===== src/rtl/register_file.sv =====
// 4 x 16-bit register file: one synchronous write port, two registered read ports
// with read enable and write-first bypass when a read hits the entry being written.
module register_file #(
  parameter int DATA_WIDTH = 16,
  parameter int ADDR_WIDTH = 2
) (
  input  logic                  clk,
  input  logic                  reset,
  input  logic                  write_en,
  input  logic                  read_en,
  input  logic [ADDR_WIDTH-1:0] write_adr,
  input  logic [ADDR_WIDTH-1:0] read_adr1,
  input  logic [ADDR_WIDTH-1:0] read_adr2,
  input  logic [DATA_WIDTH-1:0] write_data,
  output logic [DATA_WIDTH-1:0] read_data1,
  output logic [DATA_WIDTH-1:0] read_data2
);

  localparam int DEPTH = 2 ** ADDR_WIDTH;

  logic [DATA_WIDTH-1:0] reg_file [0:DEPTH-1];

  logic                  hit1;
  logic                  hit2;
  logic [DATA_WIDTH-1:0] next_data1;
  logic [DATA_WIDTH-1:0] next_data2;

  // A read of the entry being written this edge returns the new data, never the old contents.
  always_comb begin
    hit1       = write_en && (read_adr1 == write_adr);
    hit2       = write_en && (read_adr2 == write_adr);
    next_data1 = hit1 ? write_data : reg_file[read_adr1];
    next_data2 = hit2 ? write_data : reg_file[read_adr2];
  end

  always_ff @(posedge clk or negedge reset) begin
    if (!reset) begin
      for (int i = 0; i < DEPTH; i++) begin
        reg_file[i] <= '0;
      end
      read_data1 <= '0;
      read_data2 <= '0;
    end else begin
      if (write_en) begin
        reg_file[write_adr] <= write_data;
      end
      if (read_en) begin
        read_data1 <= next_data1;
        read_data2 <= next_data2;
      end
    end
  end

endmodule


===== config.mk =====
export PLATFORM = sky130hd
export DESIGN_NAME = register_file
export DESIGN_NICKNAME = d
export VERILOG_FILES = /design/src/rtl/register_file.sv
export SDC_FILE = /design/constraint.sdc
export NUM_CORES = 1
export LEC_CHECK = 0
export CORE_AREA = 2 2 101 103
export DETAILED_ROUTE_END_ITERATION = 10
export DIE_AREA = 0 0 103 105
export PLACE_DENSITY = 0.7
export SETUP_SLACK_MARGIN = 0.5
export SLEW_MARGIN = 20
export SYNTH_ARGS = -nofsm -noshare
export SYNTH_HDL_FRONTEND = slang
export SYNTH_SLANG_ARGS = --single-unit

===== constraint.sdc =====
create_clock -name clk -period 1.29 [get_ports clk]
set_input_delay 0.1935 -clock clk [delete_from_list [all_inputs] [get_ports clk]]
set_output_delay 0.1935 -clock clk [all_outputs]
set_load 0.1 [all_outputs]

After elaboration in Yosys (flattened, before gate mapping)
Cells that the tools add are included.
- register bits after elaboration: 96
- input bits: 26
- output and inout bits: 32
- word-level logic and storage cells: 29
- magnitude comparators: 4
- eq/ne operators: 2
- mux-type cells: 11
- bitwise operators: 3
- reductions and logical operators: 3
- operator list (operator ; number):
    16-bit 2-to-1 mux ; 7
    16-bit binary-select mux with 2-bit select ; 2
    64-bit bitwise mux ; 1
    16-bit demux with 2-bit select ; 1
    3-bit >= comparator (second input constant) ; 3
    2-bit inverter with 3-bit output ; 3
    2-bit == test ; 2
    1-bit logical AND ; 3
    3-bit by 1-bit less-than comparator with 1-bit output (second input constant) ; 1

Longest topological paths before layout
Gate-level depths: netlist (run 1).
- depth after elaboration: 6
- mapped depth: 6
- mapped depth without buffers: 3

Least setup slack after synthesis (run 1)
OpenSTA, ideal clock, no wires.
- kind: in2reg
- from: input port write_en
- to: register reg_file[53] (netlist name)
- setup time: 0.125 ns
- arrival time: 1.295 ns
- required time: 1.165 ns
- setup slack: -0.130 ns
- stages: 4
- buffers on the path: 2
- cells stage by stage: buf_2 > nor3b_2 > buf_4 > mux2_2
- RTL lines (item ; RTL line ; RTL):
    from (decl) ; 9 ; input logic write_en,
    to (signal, indexed assignment) ; 45 ; reg_file[write_adr] <= write_data;
    to (decl) ; 21 ; logic [DATA_WIDTH-1:0] reg_file [0:DEPTH-1];

Worst setup path after layout (run 1)
- from: register reg_file[1] (netlist name)
- to: register read_data2[1]
- longest elaborated chain between the ends: 4
- RTL lines (item ; RTL line ; RTL):
    16-bit binary-select mux with 2-bit select ; 33 ; next_data2 = hit2 ? write_data : reg_file[read_adr2];
    16-bit 2-to-1 mux (implied by the code) (2 in a row) ; 33 ;
    16-bit 2-to-1 mux ; 33 ;
    to (signal assigned) ; 49 ; read_data2 <= next_data2;
    to (decl) ; 16 ; output logic [DATA_WIDTH-1:0] read_data2
No other way between the ends. The select of a mux whose other input is x is not followed.
A chain may end at the register's enable or synchronous reset.

==> flow_metrics.env, run 1 <==
export IMPL_clock_insertion_delay_worst_skew_ns=0.38
export IMPL_critical_path_max_stage_delay_ns=0.49
export IMPL_globalplace_congestion=0.769
export IMPL_synth_top_area_share_pct=50.6
export IMPL_synth_nets=320
export IMPL_final_util_pct=71.9
export IMPL_synth_area_leaders="dfrtp_1, mux2_2, mux4_1"
export IMPL_track_usage_pct=23.8
export IMPL_setup_viol=22
export IMPL_clk_pin_slew_ns=0.11
export IMPL_total_power_mw=11.2
export IMPL_ys_flop_type="dfrtp_1"
export IMPL_wirelength_um=12200
export IMPL_dp_cells=493
export IMPL_violations="setup timing"
export IMPL_async_flop_share_pct=100
export IMPL_dieWidth_um=103
export IMPL_synth_edf_count=0
export IMPL_min_path_type="input port to asynchronous set/reset pin"
export IMPL_crit_path_top_delay_cell="mux4_2"
export IMPL_drive_gt1_share_pct=62.0
export IMPL_dieArea_um2=10800
export IMPL_relSlewSlack_pct=79.2
export IMPL_cts_sinks=96
export IMPL_synthToLayoutAreaGrowth_pct=46.2
export IMPL_fin_cells=541
export IMPL_fmax_mhz=760
export IMPL_status="finished, violations left"
export IMPL_dpl_cell_area_um2=6200
export IMPL_core_area_um2=9640
export IMPL_die_h_um=105
export IMPL_ctsHtreeMaxLevel=3
export IMPL_cap_violations=0
export IMPL_rows=36
export IMPL_numCtsBuffers=9
export IMPL_dr_pass1_iters=4
export IMPL_io_pins=58
export IMPL_start_util_pct=49.2
export IMPL_synth_area_um2=4740
export IMPL_num_antenna_cells=0
export IMPL_finalNetCount=429
export IMPL_grt_pass1_vias=3297
export IMPL_antenna_found_initial=0
export IMPL_pre_cts_ws_ns=-0.645
export IMPL_vias_per_cell=5.75
export IMPL_wl_per_cell_um=22.5
export IMPL_syn_area_per_cell_um2=16.1
export IMPL_drt_iter0_markers=117
export IMPL_crit_arrival_ns=1.58
export IMPL_via_count=3109
export IMPL_ys_types=20
export IMPL_netlist_top_cells_count="dfrtp_1, mux2_2, a221o_1, nor2b_1, mux4_1"
export IMPL_ys_warn_count=0
export IMPL_crit_type="register to register"
export IMPL_grt_max_degree=50
export IMPL_synth_seq_area_share_pct=50.6
export IMPL_finalHoldViolCount=0
export IMPL_post_dp_hpwl_um=7280
export IMPL_ir_drop_uv=1140
export IMPL_ys_seq_elements=96
export IMPL_finClkSkew_ns=0.0138
export IMPL_start_kind="register"
export IMPL_finalMaxSlewViolations=0
export IMPL_ant_nets=0
export IMPL_synth_cells=294
export IMPL_yosys_cell_count_top_type="dfrtp_1"
export IMPL_endpoint_kind="register"
export IMPL_clock_root_buffer="clkbuf_8"
export IMPL_p_leak_nw=3.03
export IMPL_worst_pin_slew_ns=0.311
export IMPL_clockBufferDepth=2
export IMPL_grt_ovfl_total=0
export IMPL_final_period_utilization_pct=102
export IMPL_rsz0062_at_grt="yes"
export IMPL_io_buffers=57
export IMPL_timing_final_ws_setup_ns=-0.0251
export IMPL_min_period_ns=1.32
export IMPL_grt_pass1_wl_um=19100
export IMPL_tritoncts="built"
export IMPL_critPathMaxFanout=3
export IMPL_required_ns=1.55
export IMPL_stdcell_area_um2=6930
export IMPL_yosys_area_top_type="dfrtp_1"
export IMPL_power_density_nw_per_um2=1620
export IMPL_path_cells="mux4_2, a221o_1"
export IMPL_drc=0
[kinds of logic (layout without fill, tap and decap cells)]
family	after synthesis	in the layout	synth area share [%]
compound gates	34	34	7.28
xor+xnor	4	4	0.739
buf+inv	25	139	3.85
flops	96	96	50.6
mux	96	96	32.1
simple gates	39	39	5.35
[flip-flops by register name (all words and copies together), names as in the netlist]
register,flops
read_data1,16
reg_file,64
read_data2,16
[metal layers]
metal,share of wire [%],track usage [%]
met4,1.1,6.95
met1,42,32.7
met5,0,0
met2,53,38.5
met3,3.3,4.41
[placed cells by master (no fill, tap or decap)]
| master | n |
|---|---|
| a31oi_2 | 2 |
| nand3_4 | 1 |
| dfrtp_4 | 32 |
| a221o_1 | 32 |
| clkbuf_8 | 9 |
| buf_16 | 2 |
| nand2_1 | 1 |
| dlygate4sd3_1 | 1 |
| dfrtp_1 | 64 |
| xnor2_1 | 1 |
| mux2_4 | 62 |
| dlygate4sd2_1 | 2 |
| bufbuf_16 | 1 |
| and3b_1 | 2 |
| inv_8 | 3 |
| mux2_2 | 2 |
| clkinv_4 | 1 |
| nor2b_1 | 32 |
| clkdlybuf4s15_2 | 2 |
| mux4_2 | 32 |
| nor3b_4 | 1 |
| clkinvlp_4 | 2 |
| buf_4 | 29 |
| buf_8 | 2 |
| inv_1 | 1 |
| buf_6 | 21 |
| nand3b_1 | 2 |
| clkinv_8 | 1 |
| xnor2_2 | 3 |
| buf_12 | 45 |
| clkdlybuf4s50_1 | 17 |
[where the power goes]
group / switching (mW) / internal (mW)
logic: 2.49 / 2.42
clock network: 1.21 / 0.761
registers: 0.598 / 3.77
total: 4.30 / 6.95
[worst max-delay path: cells and delay by family, from the launching register on]
family	cells	cell delay (ns)
compound gates	1	0.30
flops	1	0.42
mux	1	0.49
[stage by stage]
step                setup TNS, ns  hold slack, ns
floorplan                  -0.873          -0.102
detailed placement         -49.82          0.0380
global placement           -47.95          0.0374
global route                -1.06           0.197
CTS                       -0.0756           0.198
finish                     -0.252           0.198
[area by class of cell]
cell class	count	area, um2
fill	638	2710
clock inverter	7	73.8
timing repair buffer	122	1690
inverter	1	3.75
clock buffer	9	124
tap	133	166
multi-input combinational	173	2350
sequential	96	2520
[timing repair]
action / in CTS / in global routing
hold endpoints to repair: 96 / 0
endpoints found under the setup margin: 128 / 128
pin swaps: 5 / 5
hold buffers: 1 / 0
gates cloned: 3 / 0
resized for setup: 91 / 11
buffers inserted: 8 / 20
[path summary, 6_finish.rpt]
| kind | cells after the start | start | to | slack, ns |
|---|---|---|---|---|
| worst max-delay path | 2 | reg_file[1] | read_data2[1] | -0.03 |
| worst min-delay path | 2 | reset | read_data2[14] | 0.20 |
| worst max register to register | 2 | reg_file[1] | read_data2[1] | -0.03 |
| worst min register to register | 1 | reg_file[38] | reg_file[38] | 0.54 |
| max in group asynchronous | 3 | reset | read_data1[6] | 0.59 |
| min in group clk | 1 | reg_file[38] | reg_file[38] | 0.54 |
Power figures use the tool's default switching activity.
==> run 2: changes to the inputs <==
MAX_ROUTING_LAYER = met4   (was unset)
SLEW_MARGIN = 10   (was 20)
==> run 2 against run 1 <==
Effect of this change: the run still ends with setup timing left; first-iteration DRC count shrank 7.7%; wire length shrank 0.32%; power is essentially flat; clock skew shrank 0.00094 ns; hold slack lost 0.0031 ns; sequential share of layout area is essentially flat; register-to-register slack is essentially flat; global-route usage grew 0.61 points; flip-flop and latch count is the same; die area is the same; combinational power is essentially flat; critical path depth is the same.
==> flow_metrics.env, run 2 (synthesis gave the netlist of run 1 again) <==
export IMPL_crit_type="register to register"
export IMPL_p_sw_mw=4.29
export IMPL_timing_final_ws_setup_ns=-0.0232
export IMPL_setup_viol=20
export IMPL_worstReg2RegEnd="read_data2[6]"
export IMPL_regArea_um2=2520
export IMPL_vias_per_cell=5.77
export IMPL_clock_insertion_delay_worst_skew_ns=0.37
export IMPL_drive_gt1_share_pct=62.0
export IMPL_post_dp_hpwl_um=7280
export IMPL_die_h_um=105
export IMPL_violations="setup timing"
export IMPL_layout_common_cells="dfrtp_1, mux2_4, buf_12"
export IMPL_globalplace_congestion=0.779
export IMPL_numCtsBuffers=9
export IMPL_holdWs_ns=0.195
export IMPL_clockBufferDepth=2
export IMPL_final_period_utilization_pct=102
export IMPL_crit_family="multiplexers"
export IMPL_ctsHtreeMaxLevel=3
export IMPL_finClkSkew_ns=0.0129
export IMPL_ir_drop_uv=1140
export IMPL_wirelength_um=12100
export IMPL_critPathMaxFanout=3
export IMPL_reg2reg_slack_ns=-0.02
export IMPL_reg2reg_from="reg_file[6]"
export IMPL_grt_pass1_wl_um=19100
export IMPL_worst_pin_slew_ns=0.299
export IMPL_finalMaxSlewViolations=0
export IMPL_relSlewSlack_pct=80.1
export IMPL_nFillCells=639
export IMPL_antenna_found_initial=0
export IMPL_tritoncts="built"
export IMPL_io_pins=58
export IMPL_start_util_pct=49.2
export IMPL_track_usage_pct=24.4
export IMPL_core_area_um2=9640
export IMPL_finalHoldViolCount=0
export IMPL_num_antenna_cells=0
export IMPL_rows=36
export IMPL_largest_register="reg_file"
export IMPL_io_buffers=57
export IMPL_dieArea_um2=10800
export IMPL_dieWidth_um=103
export IMPL_largest_registers="reg_file x64, read_data1 x16, read_data2 x16"
export IMPL_grt_pass1_vias=3299
export IMPL_stdcell_area_um2=6930
export IMPL_final_common_cell="dfrtp_1"
export IMPL_via_count=3119
export IMPL_min_path_type="input port to asynchronous set/reset pin"
export IMPL_endpoint_kind="register"
export IMPL_finalNetCount=429
export IMPL_p_leak_nw=3.03
export IMPL_cap_violations=0
export IMPL_comb_power_share_pct=43.6
export IMPL_crit_arrival_ns=1.58
export IMPL_cp_num_buf_inv=0
export IMPL_clk_pin_slew_ns=0.11
export IMPL_internal_power_mw=6.94
export IMPL_crit_path_top_delay_cell="mux4_2"
export IMPL_ant_nets=0
export IMPL_fin_cells=541
export IMPL_power_density_nw_per_um2=1620
export IMPL_seq_power_share_pct=38.8
export IMPL_clock_power_share_pct=17.5
export IMPL_path_cells="mux4_2, a221o_1"
export IMPL_dpl_cell_area_um2=6200
export IMPL_min_period_ns=1.31
export IMPL_grt_max_degree=50
export IMPL_clock_root_buffer="clkbuf_8"
export IMPL_drc=0
export IMPL_wl_per_cell_um=22.4
export IMPL_status="finished, violations left"
export IMPL_pre_cts_ws_ns=-0.645
export IMPL_swShare_pct=38.2
export IMPL_multi_input_area_um2=2350
export IMPL_largest_register_ffs=64
export IMPL_r2r_cells=2
export IMPL_dp_cells=493
export IMPL_start_kind="register"
export IMPL_required_ns=1.55
export IMPL_rsz0062_at_grt="yes"
export IMPL_critical_path_max_stage_delay_ns=0.49
export IMPL_cts_sinks=96
export IMPL_synthToLayoutAreaGrowth_pct=46.1
export IMPL_fmax_mhz=762
export IMPL_dr_pass1_iters=4
export IMPL_drt_iter0_markers=108
export IMPL_grt_ovfl_total=0
run 2: cell counts in the layout (fill, tap and decap cells not counted):
No cell type changed its count.
run 2: metal layers:
metal	share of wire (%)	vias up	wire (um)	global-route usage (%)
li1	-	1355	-	-
met4	1.3	0	163	7.24
met5	0	-	0	-
met1	40	1640	4900	32.5
met2	53	110	6490	38.6
met3	4.9	14	591	4.08
run 2: worst reg2reg max path: stages, from the launching register on:
cell	delay, ns
dfrtp_1	0.42
mux4_2	0.49
a221o_1	0.31
run 2: layout make-up:
type | count | share of cell area [%]
repair buffers | 122 | 24.4
clock inverters | 7 | 1.07
well taps | 133 | 2.40
inverters | 1 | 0.0542
flip-flops and latches | 96 | 36.4
multi-input cells | 173 | 33.9
clock buffers | 9 | 1.79
run 2: worst max path at each step:
| stage | start | endpoint | cells past startpoint |
|---|---|---|---|
| 2_1_floorplan | read_adr1[0] | read_data1[10] | 4 |
| 3_3_place_gp | read_adr2[0] | read_data2[12] | 5 |
| 3_5_place_dp | read_adr2[0] | read_data2[5] | 5 |
| 4_1_cts | reg_file[1] | read_data2[1] | 2 |
| 5_1_grt | reg_file[51] | read_data2[3] | 2 |
| 6_report | reg_file[6] | read_data2[6] | 2 |
run 2: what timing repair did:
action	in CTS	in global routing
pin swaps	5	6
cloned	3	0
gates resized for setup	91	10
hold buffers	1	0
hold endpoints to repair	96	0
buffers inserted	8	20
endpoints found under the setup margin	128	128
run 2: power by group through the flow:
stage	sequential (mW)	clock, mW	combinational [mW]
after floorplan	5.80	0	1.33
after global placement	4.32	0	4.36
after detailed placement	4.36	0	4.43
after CTS	4.33	1.99	4.70
after global routing	4.42	2.13	5.08
final	4.36	1.97	4.90
run 2: stage by stage:
step / total power, mW / util, % / setup TNS [ns]
CTS: 11.0 / 69.9 / -0.0756
floorplan: 7.12 / - / -0.873
global route: 11.6 / 71.9 / -1.07
detailed placement: 8.79 / 64.3 / -49.82
global placement: 8.68 / 64.3 / -47.95
finish: 11.2 / 71.9 / -0.249
==> run 3: changes to the inputs <==
CAP_MARGIN = 20   (was unset)
CELL_PAD_IN_SITES_DETAIL_PLACEMENT = 2   (was unset)
CELL_PAD_IN_SITES_GLOBAL_PLACEMENT = 2   (was unset)
CORE_AREA = 2 2 117 119   (was 2 2 101 103)
DIE_AREA = 0 0 119 121   (was 0 0 103 105)
PLACE_DENSITY = 0.71   (was 0.7)
==> run 3 against run 2 <==
Effect of this change: the flow finishes with violations (hold timing, setup timing); first-iteration DRC count is 75% higher; clock skew is 0.0034 ns lower; register-to-register slack worse by 0.05 ns; global-route usage is 0.25 points lower; critical path depth stayed put; sequential power is 1% higher; design area is 4.0% higher; power is 11% higher; largest power group unchanged.
==> flow_metrics.env, run 3 (synthesis gave the netlist of run 1 again) <==
export IMPL_largest_register="reg_file"
export IMPL_numCtsBuffers=9
export IMPL_via_count=3351
export IMPL_drc=0
export IMPL_finalNetCount=441
export IMPL_start_util_pct=36.2
export IMPL_fmax_mhz=735
export IMPL_ctsHtreeMaxLevel=3
export IMPL_largest_register_ffs=64
export IMPL_ir_drop_uv=1150
export IMPL_grt_pass1_vias=3789
export IMPL_dieArea_um2=14400
export IMPL_r2r_cells=2
export IMPL_tritoncts="built"
export IMPL_vias_per_cell=5.62
export IMPL_grt_pass1_wl_um=24500
export IMPL_violations="hold timing, setup timing"
export IMPL_rows=42
export IMPL_relSlewSlack_pct=74.1
export IMPL_critPathMaxFanout=3
export IMPL_nFillCells=1121
export IMPL_reg2reg_from="reg_file[38]"
export IMPL_wl_per_cell_um=27.9
export IMPL_holdWs_ns=-0.234
export IMPL_crit_family="multiplexers"
export IMPL_crit_type="register to register"
export IMPL_power_density_nw_per_um2=1730
export IMPL_ant_nets=0
export IMPL_synthToLayoutAreaGrowth_pct=51.9
export IMPL_critical_path_max_stage_delay_ns=0.48
export IMPL_comb_power_share_pct=41.9
export IMPL_finalMaxSlewViolations=0
export IMPL_clock_insertion_delay_worst_skew_ns=0.35
export IMPL_path_cells="mux4_2, a221o_1"
export IMPL_io_pins=58
export IMPL_clock_power_share_pct=22.6
export IMPL_io_buffers=57
export IMPL_die_h_um=121
export IMPL_final_period_utilization_pct=105
export IMPL_cts_sinks=96
export IMPL_finalHoldViolCount=19
export IMPL_layout_common_cells="mux2_4, dfrtp_1, buf_12, buf_4"
export IMPL_cap_violations=0
export IMPL_status="finished, violations left"
export IMPL_swShare_pct=36.3
export IMPL_rsz0062_at_grt="yes"
export IMPL_dr_pass1_iters=4
export IMPL_grt_ovfl_total=0
export IMPL_antenna_found_initial=0
export IMPL_seq_power_share_pct=35.4
export IMPL_finClkSkew_ns=0.00942
export IMPL_num_antenna_cells=0
export IMPL_core_area_um2=13100
export IMPL_required_ns=1.51
export IMPL_setup_tns_ns=-0.864
export IMPL_setup_viol=29
export IMPL_dieWidth_um=119
export IMPL_clk_pin_slew_ns=0.07
export IMPL_clockBufferDepth=2
export IMPL_crit_path_top_delay_cell="mux4_2"
export IMPL_worst_pin_slew_ns=0.388
export IMPL_drt_iter0_markers=189
export IMPL_endpoint_kind="register"
export IMPL_internal_power_mw=7.93
export IMPL_track_usage_pct=24.1
export IMPL_clock_root_buffer="clkbuf_16"
export IMPL_largest_registers="reg_file x64, read_data1 x16, read_data2 x16"
export IMPL_grt_max_degree=25
export IMPL_worstReg2RegEnd="read_data1[6]"
export IMPL_wirelength_um=16600
export IMPL_final_util_pct=55.1
export IMPL_start_kind="register"
export IMPL_crit_cells=2
export IMPL_timing_final_ws_setup_ns=-0.0703
export IMPL_post_dp_hpwl_um=9160
export IMPL_cp_num_buf_inv=0
export IMPL_crit_arrival_ns=1.58
export IMPL_p_leak_nw=3.18
export IMPL_globalplace_congestion=0.724
export IMPL_drive_gt1_share_pct=63.8
export IMPL_total_power_mw=12.4
export IMPL_p_sw_mw=4.52
export IMPL_min_period_ns=1.36
export IMPL_min_path_type="input port to asynchronous set/reset pin"
export IMPL_reg2reg_slack_ns=-0.07
run 3: cell types whose count changed in the layout (fill, tap and decap cells not counted), moves of 3 or more:
cell	change
inv_8	-3
buf_6	+8
buf_4	+5
clkbuf_16	+9
clkbuf_8	-7
run 3: layout make-up:
cell class | instances | area (um2) | share of cell area (%)
sequential | 96 | 2520 | 35.0
multi-input combinational | 173 | 2370 | 32.8
timing repair buffer | 134 | 1790 | 24.8
clock buffer | 12 | 256 | 3.56
tap | 176 | 220 | 3.06
clock inverter | 4 | 52.6 | 0.729
inverter | 1 | 3.75 | 0.0521
run 3: how the worst max path moves through the flow:
stage / from / end
after detailed placement: read_adr2[0] / read_data2[2]
final: reg_file[38] / read_data1[6]
after floorplan: read_adr1[0] / read_data1[10]
after global routing: reg_file[30] / read_data1[14]
after global placement: read_adr2[0] / read_data2[1]
after CTS: reg_file[54] / read_data1[6]
run 3: timing repair:
action	4_1_cts	5_1_grt
setup endpoints to repair	128	128
pin swaps	7	3
resized for setup	103	21
cloned	4	0
setup buffers	15	23
hold endpoints to repair	19	19
run 3: power groups by stage:
| stage | sequential, mW | clock [mW] | combinational [mW] |
|---|---|---|---|
| after detailed placement | 4.38 | 0 | 4.49 |
| final | 4.41 | 2.82 | 5.22 |
| after global placement | 4.33 | 0 | 4.39 |
| after CTS | 4.35 | 2.85 | 4.87 |
| after global routing | 4.47 | 2.98 | 5.40 |
| after floorplan | 5.80 | 0 | 1.33 |
run 3: per-stage QoR:
| stage | cells | setup WS [ns] | cell area [um2] |
|---|---|---|---|
| CTS | 573 | -0.0470 | 6970 |
| global placement | 538 | -0.617 | 6250 |
| finish | 596 | -0.0703 | 7210 |
| detailed placement | 538 | -0.666 | 6250 |
| global route | 596 | -0.0877 | 7210 |
| floorplan | 294 | -0.0419 | 5010 |
run 3: metal layers:
layer / vias up / track usage (%) / share of wire (%)
li1: 1387 / - / -
met1: 1834 / 28.9 / 41
met2: 106 / 41.1 / 54
met3: 24 / 3.38 / 3.8
met4: 0 / 10.3 / 2.1
met5: - / - / 0
